`config.mk`:
```
export PLATFORM = sky130hd
export DESIGN_NAME = reg_ctx_sequencer_flat
export DESIGN_NICKNAME = d
export VERILOG_FILES = /design/src/rtl/reg_ctx_sequencer_if.sv /design/src/rtl/reg_ctx_sequencer.sv /design/src/flat_wrapper.sv
export SDC_FILE = /design/constraint.sdc
export NUM_CORES = 1
export LEC_CHECK = 0
export BUFFER_PORTS_ARGS = -buffer_cell sky130_fd_sc_hd__buf_2
export CORE_ASPECT_RATIO = 1.75
export CORE_MARGIN = 4
export CORE_UTILIZATION = 53
export DETAILED_ROUTE_END_ITERATION = 7
export PLACE_DENSITY = 0.84
export SKIP_CTS_REPAIR_TIMING = 1
export SLEW_MARGIN = 5
export SYNTH_ARGS = -nofsm -noshare
export SYNTH_HDL_FRONTEND = slang
export SYNTH_SLANG_ARGS = --single-unit
export TNS_END_PERCENT = 10
```
`constraint.sdc`:
```
create_clock -name clk -period 3.75 [get_ports clk]
set_input_delay 0.75 -clock clk [delete_from_list [all_inputs] [get_ports clk]]
set_output_delay 0.75 -clock clk [all_outputs]
set_load 0.01 [all_outputs]
```
`src/rtl/reg_ctx_sequencer_if.sv`:
```
// rtl/reg_ctx_sequencer_if.sv - register file read/write port bundle
// Purpose: groups the register file port driven by reg_ctx_sequencer.
// Signals:
//   rd_reg1  read channel 1 index        rd_reg2    read channel 2 index
//   dout1    read channel 1 data         wr_reg     write index
//   wr       write enable                din        write data
//   set_flags flag-update strobe
// Modports: master = sequencer (initiator), slave = register file.
interface reg_ctx_sequencer_if #(
  parameter int DATA_W = 64
);
  logic [5:0]        rd_reg1;
  logic [5:0]        rd_reg2;
  logic [DATA_W-1:0] dout1;
  logic [5:0]        wr_reg;
  logic              wr;
  logic [DATA_W-1:0] din;
  logic              set_flags;

  modport master (
    output rd_reg1, rd_reg2, wr_reg, wr, din, set_flags,
    input  dout1
  );

  modport slave (
    input  rd_reg1, rd_reg2, wr_reg, wr, din, set_flags,
    output dout1
  );
endinterface

```
`src/rtl/reg_ctx_sequencer.sv`:
```
// rtl/reg_ctx_sequencer.sv - exception entry / return register context sequencer
// Purpose: on exc_req saves PC/CPSR/syndrome to ELR/SPSR[mode]/ESR and loads
// PC from EVP + {vec,4'b0}; on eret_req restores PC from ELR and CPSR from
// SPSR[mode]. Owns the register file port while busy.
// Ports:
//   clk, rst_n                 clock, synchronous active-low reset
//   exc_req/exc_mode/exc_vec/exc_syndrome  exception entry request
//   eret_req/eret_mode         exception return request
//   rf                         register file port (master side)
//   busy, done, err            status: not idle, completion pulse, reject pulse
module reg_ctx_sequencer #(
  parameter int DATA_W = 64
) (
  input  logic                clk,
  input  logic                rst_n,
  input  logic                exc_req,
  input  logic [2:0]          exc_mode,
  input  logic [7:0]          exc_vec,
  input  logic [DATA_W-1:0]   exc_syndrome,
  input  logic                eret_req,
  input  logic [2:0]          eret_mode,
  reg_ctx_sequencer_if.master rf,
  output logic                busy,
  output logic                done,
  output logic                err
);
  localparam logic [5:0] REG_PC   = 6'd32;
  localparam logic [5:0] REG_ESR  = 6'd33;
  localparam logic [5:0] REG_ELR  = 6'd34;
  localparam logic [5:0] REG_CPSR = 6'd35;
  localparam logic [5:0] REG_SPSR = 6'd36;
  localparam logic [5:0] REG_EVP  = 6'd43;

  typedef enum logic [3:0] {
    IDLE, X_RD_PC, X_WR_ELR, X_RD_CPSR, X_WR_SPSR, X_WR_ESR, X_RD_EVP, X_WR_PC,
    R_RD_ELR, R_WR_PC, R_RD_SPSR, R_WR_CPSR, DONE, ERR
  } state_t;

  state_t            state, state_n;
  logic [DATA_W-1:0] cap;
  logic [DATA_W-1:0] syn_q;
  logic [2:0]        mode_q;
  logic [7:0]        vec_q;
  logic              cap_ld;
  logic              accept;
  logic [5:0]        spsr_idx;
  logic [DATA_W-1:0] cap_psr;
  logic [DATA_W-1:0] vec_off;

  assign accept   = (state == IDLE) && (exc_req || eret_req);
  assign spsr_idx = REG_SPSR + {3'b000, mode_q};
  // Saved/restored status words are only 12 bits wide.
  assign cap_psr  = {{(DATA_W-12){1'b0}}, cap[11:0]};
  assign vec_off  = {{(DATA_W-12){1'b0}}, vec_q, 4'b0000};

  assign rf.rd_reg2   = 6'd0;
  assign rf.set_flags = 1'b0;

  always_ff @(posedge clk) begin
    if (!rst_n) begin
      state  <= IDLE;
      cap    <= '0;
      syn_q  <= '0;
      mode_q <= '0;
      vec_q  <= '0;
    end else begin
      state <= state_n;
      if (cap_ld) cap <= rf.dout1;
      if (accept) begin
        // exc_req wins, so its mode is the one checked and kept.
        mode_q <= exc_req ? exc_mode : eret_mode;
        vec_q  <= exc_vec;
        syn_q  <= exc_syndrome;
      end
    end
  end

  always_comb begin
    state_n    = state;
    rf.rd_reg1 = 6'd0;
    rf.wr_reg  = 6'd0;
    rf.wr      = 1'b0;
    rf.din     = '0;
    cap_ld     = 1'b0;
    busy       = (state != IDLE);
    done       = 1'b0;
    err        = 1'b0;
    case (state)
      IDLE: begin
        if (exc_req)       state_n = (exc_mode > 3'd5)  ? ERR : X_RD_PC;
        else if (eret_req) state_n = (eret_mode > 3'd5) ? ERR : R_RD_ELR;
      end
      X_RD_PC:   begin rf.rd_reg1 = REG_PC;   cap_ld = 1'b1; state_n = X_WR_ELR; end
      X_WR_ELR:  begin rf.wr_reg = REG_ELR;  rf.wr = 1'b1; rf.din = cap;     state_n = X_RD_CPSR; end
      X_RD_CPSR: begin rf.rd_reg1 = REG_CPSR; cap_ld = 1'b1; state_n = X_WR_SPSR; end
      X_WR_SPSR: begin rf.wr_reg = spsr_idx; rf.wr = 1'b1; rf.din = cap_psr; state_n = X_WR_ESR; end
      X_WR_ESR:  begin rf.wr_reg = REG_ESR;  rf.wr = 1'b1; rf.din = syn_q;   state_n = X_RD_EVP; end
      X_RD_EVP:  begin rf.rd_reg1 = REG_EVP;  cap_ld = 1'b1; state_n = X_WR_PC; end
      X_WR_PC:   begin rf.wr_reg = REG_PC;   rf.wr = 1'b1; rf.din = cap + vec_off; state_n = DONE; end
      R_RD_ELR:  begin rf.rd_reg1 = REG_ELR;  cap_ld = 1'b1; state_n = R_WR_PC; end
      R_WR_PC:   begin rf.wr_reg = REG_PC;   rf.wr = 1'b1; rf.din = cap;     state_n = R_RD_SPSR; end
      R_RD_SPSR: begin rf.rd_reg1 = spsr_idx; cap_ld = 1'b1; state_n = R_WR_CPSR; end
      R_WR_CPSR: begin rf.wr_reg = REG_CPSR; rf.wr = 1'b1; rf.din = cap_psr; state_n = DONE; end
      DONE:      begin done = 1'b1; state_n = IDLE; end
      ERR:       begin err  = 1'b1; state_n = IDLE; end
      default:   state_n = IDLE;
    endcase
  end
endmodule

```
`src/flat_wrapper.sv`:
```
// flat-port wrapper written by rule: the top's interface ports become plain ports
module reg_ctx_sequencer_flat 
#(
  parameter int DATA_W = 64
)
  (clk, rst_n, exc_req, exc_mode, exc_vec, exc_syndrome, eret_req, eret_mode, busy, done, err, rf_rd_reg1, rf_rd_reg2, rf_wr_reg, rf_wr, rf_din, rf_set_flags, rf_dout1);
  reg_ctx_sequencer_if #(.DATA_W(DATA_W)) rf_i ();
  input  logic clk;
  input  logic rst_n;
  input  logic exc_req;
  input  logic [2:0] exc_mode;
  input  logic [7:0] exc_vec;
  input  logic [DATA_W-1:0] exc_syndrome;
  input  logic eret_req;
  input  logic [2:0] eret_mode;
  output logic busy;
  output logic done;
  output logic err;
  output wire logic [$bits(rf_i.rd_reg1)-1:0] rf_rd_reg1;
  output wire logic [$bits(rf_i.rd_reg2)-1:0] rf_rd_reg2;
  output wire logic [$bits(rf_i.wr_reg)-1:0] rf_wr_reg;
  output wire logic [$bits(rf_i.wr)-1:0] rf_wr;
  output wire logic [$bits(rf_i.din)-1:0] rf_din;
  output wire logic [$bits(rf_i.set_flags)-1:0] rf_set_flags;
  input wire logic [$bits(rf_i.dout1)-1:0] rf_dout1;
  assign rf_rd_reg1 = rf_i.rd_reg1;
  assign rf_rd_reg2 = rf_i.rd_reg2;
  assign rf_wr_reg = rf_i.wr_reg;
  assign rf_wr = rf_i.wr;
  assign rf_din = rf_i.din;
  assign rf_set_flags = rf_i.set_flags;
  assign rf_i.dout1 = rf_dout1;
  reg_ctx_sequencer #(.DATA_W(DATA_W)) u_core (.clk(clk), .rst_n(rst_n), .exc_req(exc_req), .exc_mode(exc_mode), .exc_vec(exc_vec), .exc_syndrome(exc_syndrome), .eret_req(eret_req), .eret_mode(eret_mode), .rf(rf_i), .busy(busy), .done(done), .err(err));
endmodule
```
# After elaboration in Yosys (flattened, before gate mapping)
# Cells that the tools add are included.
# totals
reg_bits	143
latch_bits	0
ramBits	0
romBits	0
out_inout_bits	87
word_cells	46
n_memories	0
# op_classes
add_sub_neg	2
mul	0
div	0
magnitude_cmp	2
eq_ne	14
n_shift	0
mux	13
n_bitwise	0
n_reduce_logical	10
# ops
operator	count
$pmux W64 S4	1
$add A64 B12 Y64	1
$pmux W6 S5	2
$pmux W4 S11	1
$eq A4 B4 Y1 const B	6
$eq A4 B3 Y1 const B	4
$mux W4	3
$eq A4 B2 Y1 const B	2
$reduce_or A2 Y1	4
$add A6 B3 Y6 const A	1
$gt A3 B3 Y1 const B	2
$mux W3	2
$reduce_or A6 Y1	1
$reduce_or A5 Y1	1
$eq A4 B1 Y1 const B	1
$logic_not A4 Y1	1
$mux W1	4
$reduce_bool A4 Y1	1
$ne A3 B3 Y1 const B	1
$logic_and A1 B1 Y1	1
$logic_or A1 B1 Y1	1

# Longest topological paths before layout
# Gate-level depths: netlist of the first run.
# depth
depth_word	5
depth_mapped	10

# Worst setup path after synthesis of the first run
# OpenSTA, ideal clock, no wires.
# synth_timing
path_type	flip-flop to output port
start	register u_core.vec_q[0]
end	output rf_din[44]
t_arrival_ps	2330
required_time_ps	3000
setup_slack_ps	670
path_stages_with_launch	9
n_path_buf	1
path_cell_list	dfxtp_1 -> ha_1 -> fa_1 -> a21o_1 -> a221oi_4 -> a2111oi_4 -> buf_4 -> mux2_2 -> o211ai_1
# synth_via
elab_chain_cells	2
# synth_rtl
element	line_no	rtl
from (decl)	reg_ctx_sequencer.sv:43	logic [7:0] vec_q;
from (signal assigned)	reg_ctx_sequencer.sv:72	vec_q <= exc_vec;
$add A64 B12 Y64	reg_ctx_sequencer.sv:99	X_WR_PC: begin rf.wr_reg = REG_PC; rf.wr = 1'b1; rf.din = cap + vec_off; state_n = DONE; end
$pmux W64 S4	reg_ctx_sequencer.sv:88	case (state)
to (decl)	flat_wrapper.sv:23	output wire logic [$bits(rf_i.din)-1:0] rf_din;
# Every way passes these cells.

# Worst setup path in the final report of the first run
# layout_timing
start	register u_core.vec_q[0]
end	output rf_din[38]
# Same word-level chain as after synthesis.

==> results.yml, run 1 <==
clock_tree:
  cts.clk_slew.worst_paths_ps: 60
  cts_buffers: 17
  clkLatencyLatePin_ps: 410
  cts-root-buf: "clkbuf_16"
  clockBufferDepth: 2
  h-tree-depth: 4
  cts_tree: "done"
  cts_sinks: 143
synth:
  ys.flop_type: "dfxtp_1"
  yosys_warnings: 0
  synth_cell_types: 67
  synth.top_cell.area_share: 0.345
  synth_seq_area_share: 0.345
  postSynth.asyncResetShare: 0
  ys_seq_elements: 143
  synth_edf_count: 0
  synth.avg_cell_area_sq_um: 7.42
  synth_cells: 1119
  synth_area_leaders: "dfxtp_1 (34%), nand2_1 (15%), a21boi_0 (12%)"
  synthesis.area_sq_um: 8300
  synth_top_area_cell: "dfxtp_1"
final_layout:
  drive_gt1_frac: 0.236
  syn_to_final_growth_pct: 22.2
  fin_nets: 1453
  final_common_cell: "nand2_1"
  n_antenna_cell: 0
  final_cell_area_sq_um: 10100
  mostFrequentLayoutCells: "nand2_1 (341), buf_2 (223), dfxtp_1 (141), a21boi_0 (136), nor2_1 (35)"
timing:
  rsz0062_at_grt: "yes"
  finalHoldViolCount: 0
  min_period_ps: 3670
  fin_setup_tns_ps: 0
  max_freq_mhz: 273
  skew_ps: 11.9
  fin_crit_sh: 0.978
  tightest_slew_ps: 755
  final-setup-viol-count: 0
  slew_headroom: 0.497
  maxSlewViolCount: 0
min_path:
  worst_hold_path_type: "register to register"
place:
  io_buffer_count: 223
  post_dp_cell_area_sq_um: 9490
  place_congestion: 0.858
  dp_hpwl_microns: 18800
worst_setup_path:
  cp_max_fo: 7
  end_kind: "output pin"
  crit_slowest_cell: "fa_2"
  worstSetupPathDepth: 12
  start_kind: "register"
  crit_start: "u_core.vec_q[0]$_SDFFE_PN0P_"
  cp_data_required_time_ps: 3000
  timing.critical_path.buf_inv: 4
  reg2reg_from: "u_core.state[2]$_SDFFE_PN0P_"
  cp-endpoint: "rf_din[38]"
  path_cells: "ha_4 > fa_2 > a21o_1 > a221oi_4 > buf_12 > a2111oi_4 > buf_6 > buf_4 > a41oi_1 > o21ai_1 > o311ai_1 > buf_2"
  worstPathArrival_ps: 2920
  crit_family: "compound AO/OA/AOI/OAI gates"
  slowest_delay_ps: 360
  reg2reg_to: "u_core.cap[19]$_SDFFE_PN0P_"
  r2r_cells: 8
  path_class: "register to output pin"
  rrSetupSlack_ps: 1230
die:
  num_rows: 60
  start_util: 0.540
  io_pins: 233
  die_h_microns: 174
  core-area_sq_um: 15400
  die_w_microns: 103
  die-area_sq_um: 17800
drt:
  vias: 8922
  drt_first_pass_iters: 6
  post_drt_via_cell_ratio: 5.96
  drt_iter0_drc: 553
  drtAntennaViolNets: 0
  routedWlPerCell_microns: 17.9
  drt_wl_total_microns: 26800
  route.detailed.drc: 0
power_and_ir_drop:
  swShare: 0.406
  seq_power_share: 0.389
  leakagePower_uw: 0.00427
  intPower_uw: 3500
  vdd_ir_drop_max_v: 0.000495
  pwr-share-clk: 0.276
  p_sw_uw: 2390
  design_power_total_uw: 5890
  p_comb_frac: 0.335
  cellPowerDensity_nw_per_um2: 580
global_routing:
  first_global_vias: 8752
  grt_max_degree: 73
  grt_usage: 0.290
  antenna_found_initial: 0
  grt_overflow: 0
  grt_pass1_wl_microns: 41300
run:
  drv_cap: 0
outcome:
  outcome: "finished clean"
[routing by layer]
layer  vias up  GRT usage  wire length [microns]
met3        97     0.0475                   1640
met4         0      0.175                   1500
li1       4278          -                      -
met2       416      0.513                  13800
met1      4131      0.313                   9850
met5         -          0                      0
[cell usage after synthesis (3+ instances only)]
cell	count
a211oi_1	5
a21boi_0	136
a21o_1	9
a21oi_1	29
a221o_1	4
a22o_1	6
a22oi_1	14
a31oi_1	13
a32oi_1	5
a41oi_1	3
and2_1	10
and3_1	20
and4_1	8
buf_1	10
buf_2	4
buf_4	15
clkbuf_1	67
dfxtp_1	143
ha_1	8
inv_1	10
mux2i_1	6
nand2_1	341
nand2b_1	9
nand3_1	29
nand3b_1	3
nand4_1	20
nor2_1	38
nor3_1	10
nor4_1	3
o211a_1	3
o211ai_1	11
o21a_1	3
o21ai_0	34
o21ai_1	17
o311ai_0	3
o311ai_1	15
o311ai_2	3
or2_2	3
xnor2_1	8
xor2_1	8
[how the worst min path moves through the flow]
stage	to	depth (start not counted)	from	slack (ps)
floorplan	u_core.syn_q[60]$_SDFFE_PN0P_	2	u_core.syn_q[60]$_SDFFE_PN0P_	440
global placement	u_core.syn_q[34]$_SDFFE_PN0P_	2	u_core.syn_q[34]$_SDFFE_PN0P_	450
detailed placement	u_core.syn_q[7]$_SDFFE_PN0P_	2	u_core.syn_q[7]$_SDFFE_PN0P_	460
CTS	u_core.syn_q[38]$_SDFFE_PN0P_	2	u_core.syn_q[38]$_SDFFE_PN0P_	460
global route	u_core.syn_q[16]$_SDFFE_PN0P_	2	u_core.syn_q[16]$_SDFFE_PN0P_	480
finish	u_core.syn_q[16]$_SDFFE_PN0P_	2	u_core.syn_q[16]$_SDFFE_PN0P_	460
[through the flow]
stage	instances	util	hold slack (ps)	setup WS (ps)
2_1_floorplan	1127	-	443	670
3_3_place_gp	1461	0.617	451	393
3_5_place_dp	1461	0.617	457	304
4_1_cts	1493	0.653	465	-149
5_1_grt	1497	0.659	483	-14.6
6_report	1497	0.659	462	80.6
[state kept, by name, summed over array words and instances (netlist names)]
name and cells:
u_core.syn_q 64, u_core.vec_q 8, u_core.mode_q 3, u_core.cap 64, u_core.state 4
[cell families after synthesis]
| group | share of synthesized area |
|---|---|
| other | 0.000452 |
| adders and majority gates | 0.0145 |
| and+or+nand+nor | 0.268 |
| xor gates and xnor gates | 0.0169 |
| DFF | 0.345 |
| buffers and inverters | 0.0559 |
| AOI/OAI and AO/OA | 0.291 |
| muxes | 0.00859 |
[power by group through the flow]
stage | Combinational (uW) | Clock [uW] | Sequential [uW]
4_1_cts | 1940 | 1640 | 2270
3_3_place_gp | 1890 | 0 | 2280
3_5_place_dp | 1930 | 0 | 2290
2_1_floorplan | 1370 | 0 | 2150
5_1_grt | 2180 | 1700 | 2340
6_report | 1970 | 1620 | 2290
[area by class of cell]
| cell class | instances | area, sq um |
|---|---|---|
| clock inverter | 14 | 133 |
| fill | 1338 | 5240 |
| inverter | 10 | 37.5 |
| sequential | 143 | 2870 |
| clock buffer | 18 | 429 |
| tap | 186 | 233 |
| multi-input combinational | 877 | 5090 |
| timing repair buffer | 249 | 1370 |
[worst min-delay path: stages (launching register included)]
cell,delay [ps]
dfxtp_1,310
nand2_1,40
a21boi_0,60
No activity file was read; power rests on OpenSTA's default activity.
==> inputs of run 2 (changes only) <==
--- a/config.mk
+++ b/config.mk
@@ -9,6 +9,7 @@
 export CORE_ASPECT_RATIO = 1.75
 export CORE_MARGIN = 4
 export CORE_UTILIZATION = 53
+export CTS_BUF_LIST = sky130_fd_sc_hd__clkbuf_16
 export DETAILED_ROUTE_END_ITERATION = 7
 export PLACE_DENSITY = 0.84
 export SKIP_CTS_REPAIR_TIMING = 1
==> results.yml, run 2 (synthesized netlist as in run 1, its figures left out) <==
outcome:
  outcome: "finished clean"
timing:
  max_freq_mhz: 273
  tightest_slew_ps: 755
  finalHoldViolCount: 0
  slew_headroom: 0.497
  fin_setup_tns_ps: 0
  maxSlewViolCount: 0
  min_period_ps: 3670
  skew_ps: 12.0
  fin_crit_sh: 0.979
  final-setup-viol-count: 0
  rsz0062_at_grt: "yes"
clock_tree:
  cts_buffers: 17
  clkLatencyLatePin_ps: 410
  cts.clk_slew.worst_paths_ps: 60
  clockBufferDepth: 2
  cts_tree: "done"
  cts_sinks: 143
  cts-root-buf: "clkbuf_16"
  h-tree-depth: 4
final_layout:
  final_common_cell: "nand2_1"
  final_util: 0.659
  multi_input_area_sq_um: 5090
  mostFrequentLayoutCells: "nand2_1 (341), buf_2 (223), dfxtp_1 (141), a21boi_0 (136), nor2_1 (35)"
  top_regs: "u_core.cap (64), u_core.syn_q (64), u_core.vec_q (8)"
  num-fill-cells: 1338
  n_antenna_cell: 0
  fin_nets: 1453
  seqCellArea_sq_um: 2870
  syn_to_final_growth_pct: 22.2
  drive_gt1_frac: 0.236
drt:
  drt_wl_total_microns: 26800
  vias: 8928
  drt_first_pass_iters: 6
  routedWlPerCell_microns: 17.9
  route.detailed.drc: 0
  drtAntennaViolNets: 0
  post_drt_via_cell_ratio: 5.96
  drt_iter0_drc: 553
die:
  start_util: 0.540
  die-area_sq_um: 17800
  num_rows: 60
  die_h_microns: 174
  core-area_sq_um: 15400
  die_w_microns: 103
  io_pins: 233
min_path:
  worst_hold_path_type: "register to register"
worst_setup_path:
  reg2reg_to: "u_core.cap[19]$_SDFFE_PN0P_"
  rrSetupSlack_ps: 1230
  r2r_cells: 8
  cp-endpoint: "rf_din[38]"
  path_class: "register to output pin"
  reg2reg_from: "u_core.state[2]$_SDFFE_PN0P_"
  worstPathArrival_ps: 2920
  start_kind: "register"
  cp_max_fo: 7
  crit_start: "u_core.vec_q[0]$_SDFFE_PN0P_"
  end_kind: "output pin"
  cp_data_required_time_ps: 3000
global_routing:
  antenna_found_initial: 0
  grt_pass1_wl_microns: 41300
  grt_overflow: 0
  grt_usage: 0.290
  first_global_vias: 8752
  grt_max_degree: 73
run:
  drv_cap: 0
place:
  io_buffer_count: 223
  dp_hpwl_microns: 18800
  place_congestion: 0.858
power_and_ir_drop:
  leakagePower_uw: 0.00428
  vdd_ir_drop_max_v: 0.000495
  cellPowerDensity_nw_per_um2: 580
## run 2: cell count changes in the layout (fill, tap and decap cells not counted), sizes merged
cell,delta
clkbuf,-1
inv,+1
## run 2: per-layer routing
layer  routed length, microns  GRT usage  vias to the layer above  part of all wire
met5                        0          0                        -                 0
met1                     9830      0.313                     4143              0.37
met2                    13800      0.513                      410              0.52
met4                     1520      0.175                        0             0.057
li1                         -          -                     4276                 -
met3                     1650     0.0475                       99             0.062
## run 2: critical path, cell delays in order (launching register included)
cell and delay, ps:
dfxtp_2 340, ha_4 170, fa_2 360, a21o_1 230
a221oi_4 290, buf_12 170, a2111oi_4 90, buf_6 180
buf_4 140, a41oi_1 200, o21ai_1 80, o311ai_1 90
buf_2 170
## run 2: worst min path at each step
stage	startpoint	end	slack, ps	cells after the start
4_1_cts	u_core.syn_q[38]$_SDFFE_PN0P_	u_core.syn_q[38]$_SDFFE_PN0P_	460	2
6_report	u_core.syn_q[16]$_SDFFE_PN0P_	u_core.syn_q[16]$_SDFFE_PN0P_	460	2
3_5_place_dp	u_core.syn_q[7]$_SDFFE_PN0P_	u_core.syn_q[7]$_SDFFE_PN0P_	460	2
2_1_floorplan	u_core.syn_q[60]$_SDFFE_PN0P_	u_core.syn_q[60]$_SDFFE_PN0P_	440	2
5_1_grt	u_core.syn_q[16]$_SDFFE_PN0P_	u_core.syn_q[16]$_SDFFE_PN0P_	480	2
3_3_place_gp	u_core.syn_q[34]$_SDFFE_PN0P_	u_core.syn_q[34]$_SDFFE_PN0P_	450	2
## run 2: layout make-up
| type | count | area share |
|---|---|---|
| sequential | 143 | 0.282 |
| timing repair buffer | 249 | 0.135 |
| clock buffer | 17 | 0.0419 |
| multi-input combinational | 877 | 0.501 |
| tap | 186 | 0.0229 |
| clock inverter | 15 | 0.0134 |
| inverter | 10 | 0.00370 |
## run 2: stage by stage
| step | instances | hold WS, ps | worst slack, ps | area [sq um] | total power [uW] |
|---|---|---|---|---|---|
| floorplan | 1127 | 443 | 670 | 8330 | 3520 |
| global placement | 1461 | 451 | 393 | 9490 | 4170 |
| detailed placement | 1461 | 457 | 304 | 9490 | 4220 |
| CTS | 1493 | 465 | -149 | 10100 | 5840 |
| global route | 1497 | 483 | -14.6 | 10100 | 6210 |
| finish | 1497 | 462 | 80.4 | 10100 | 5880 |
## run 2: where the power goes
part / total (uW) / internal [uW] / switching [uW]
Combinational: 1970 / 678 / 1290
Sequential: 2290 / 1890 / 397
Clock: 1620 / 921 / 699
Total: 5880 / 3490 / 2390
==> inputs of run 3 (changes only) <==
--- a/config.mk
+++ b/config.mk
@@ -10,8 +10,10 @@
 export CORE_MARGIN = 4
 export CORE_UTILIZATION = 53
 export CTS_BUF_LIST = sky130_fd_sc_hd__clkbuf_16
+export CTS_CLUSTER_DIAMETER = 30
 export DETAILED_ROUTE_END_ITERATION = 7
 export PLACE_DENSITY = 0.84
+export SETUP_SLACK_MARGIN = 0.1
 export SKIP_CTS_REPAIR_TIMING = 1
 export SLEW_MARGIN = 5
 export SYNTH_ARGS = -nofsm -noshare
==> results.yml, run 3 (synthesized netlist as in run 1, its figures left out) <==
outcome:
  outcome: "finished clean"
global_routing:
  antenna_found_initial: 0
  grt_overflow: 0
  first_global_vias: 8752
  grt_pass1_wl_microns: 41300
  grt_max_degree: 73
  grt_usage: 0.290
drt:
  routedWlPerCell_microns: 17.9
  drtAntennaViolNets: 0
  drt_first_pass_iters: 5
  post_drt_via_cell_ratio: 5.98
  vias: 8986
  drt_iter0_drc: 662
  route.detailed.drc: 0
  drt_wl_total_microns: 26800
final_layout:
  fin_nets: 1458
  top_regs: "u_core.cap (64), u_core.syn_q (64), u_core.vec_q (8)"
  final_cell_area_sq_um: 10200
  drive_gt1_frac: 0.242
  n_antenna_cell: 0
  multi_input_area_sq_um: 5100
  syn_to_final_growth_pct: 22.8
  seqCellArea_sq_um: 2870
  final_common_cell: "nand2_1"
  num-fill-cells: 1325
  mostFrequentLayoutCells: "nand2_1 (341), buf_2 (222), dfxtp_1 (141), a21boi_0 (136), nor2_1 (35)"
worst_setup_path:
  start_kind: "register"
  reg2reg_to: "u_core.cap[5]$_SDFFE_PN0P_"
  cp_data_required_time_ps: 3000
  end_kind: "output pin"
  path_cells: "ha_4 > fa_2 > a21o_1 > a221oi_4 > buf_12 > a2111oi_4 > buf_6 > buf_4 > a41oi_1 > o21ai_1 > o311ai_1 > buf_2"
  rrSetupSlack_ps: 1220
  path_class: "register to output pin"
  reg2reg_from: "u_core.state[2]$_SDFFE_PN0P_"
  cp_max_fo: 7
  r2r_cells: 8
  slowest_delay_ps: 350
  worstPathArrival_ps: 2930
  crit_slowest_cell: "dfxtp_4"
power_and_ir_drop:
  intPower_uw: 3500
  p_sw_uw: 2390
  swShare: 0.406
  vdd_ir_drop_max_v: 0.000496
  seq_power_share: 0.388
  pwr-share-clk: 0.275
  cellPowerDensity_nw_per_um2: 578
  p_comb_frac: 0.337
  leakagePower_uw: 0.00430
timing:
  fin_setup_tns_ps: 0
  rsz0062_at_grt: "yes"
  slew_headroom: 0.501
  finalHoldViolCount: 0
  maxSlewViolCount: 0
  min_period_ps: 3680
  tightest_slew_ps: 749
  final-setup-viol-count: 0
  max_freq_mhz: 271
  fin_crit_sh: 0.982
  skew_ps: 11.6
die:
  num_rows: 60
  die_w_microns: 103
  io_pins: 233
  start_util: 0.540
  die-area_sq_um: 17800
  core-area_sq_um: 15400
  die_h_microns: 174
place:
  place_congestion: 0.858
  post_dp_cell_area_sq_um: 9490
  dp_hpwl_microns: 18800
  io_buffer_count: 223
clock_tree:
  cts_tree: "done"
  cts_buffers: 17
  cts.clk_slew.worst_paths_ps: 60
  clockBufferDepth: 2
  clkLatencyLatePin_ps: 410
  h-tree-depth: 4
  cts-root-buf: "clkbuf_16"
  cts_sinks: 143
min_path:
  hold_path_startpoint: "u_core.syn_q[16]$_SDFFE_PN0P_"
  holdPathStages: 2
  hold-path-endpoint: "u_core.syn_q[16]$_SDFFE_PN0P_"
  worst_hold_path_type: "register to register"
run:
  drv_cap: 0
## run 3: routing by layer
layer	up-vias	track usage	part of all wire
met3	100	0.0475	0.061
met4	0	0.175	0.056
li1	4280	-	-
met5	-	0	0
met2	419	0.513	0.52
met1	4187	0.313	0.36
## run 3: area by class of cell
class,count,area share
clock buffers,17,0.0417
clock inverters,15,0.0134
inverters,10,0.00368
multi-input cells,877,0.500
flip-flops and latches,143,0.281
well taps,186,0.0228
repair buffers,254,0.138
## run 3: worst max-delay path by stage
| stage | cells after the start | start | slack (ps) | end |
|---|---|---|---|---|
| after detailed placement | 9 | u_core.vec_q[0]$_SDFFE_PN0P_ | 300 | rf_din[20] |
| after floorplan | 8 | u_core.vec_q[0]$_SDFFE_PN0P_ | 670 | rf_din[44] |
| final | 12 | u_core.cap[4]$_SDFFE_PN0P_ | 70 | rf_din[38] |
| after CTS | 9 | u_core.vec_q[0]$_SDFFE_PN0P_ | -150 | rf_din[20] |
| after global routing | 12 | u_core.cap[4]$_SDFFE_PN0P_ | -20 | rf_din[38] |
| after global placement | 9 | u_core.vec_q[0]$_SDFFE_PN0P_ | 390 | rf_din[20] |
## run 3: per-stage QoR
stage	util	setup WS [ps]	cells	total power, uW	hold slack (ps)
after CTS	0.653	-149	1493	5840	465
after floorplan	-	670	1127	3520	443
after global placement	0.617	393	1461	4170	451
final	0.663	66.7	1502	5900	462
after detailed placement	0.617	304	1461	4220	457
after global routing	0.663	-20.3	1502	6220	483
## run 3: power by group through the flow
stage                     Clock [uW]  Combinational, uW  Sequential, uW
after floorplan                    0               1370            2150
after global placement             0               1890            2280
after detailed placement           0               1930            2290
after CTS                       1630               1940            2270
after global routing            1700               2190            2340
final                           1620               1980            2290
## run 3: critical path, delay by kind of cell, from the launching register on
family / cells / cell delay, ps
flops: 1 / 350
buf+inv: 4 / 670
compound gates: 6 / 990
fa+ha+maj: 2 / 520
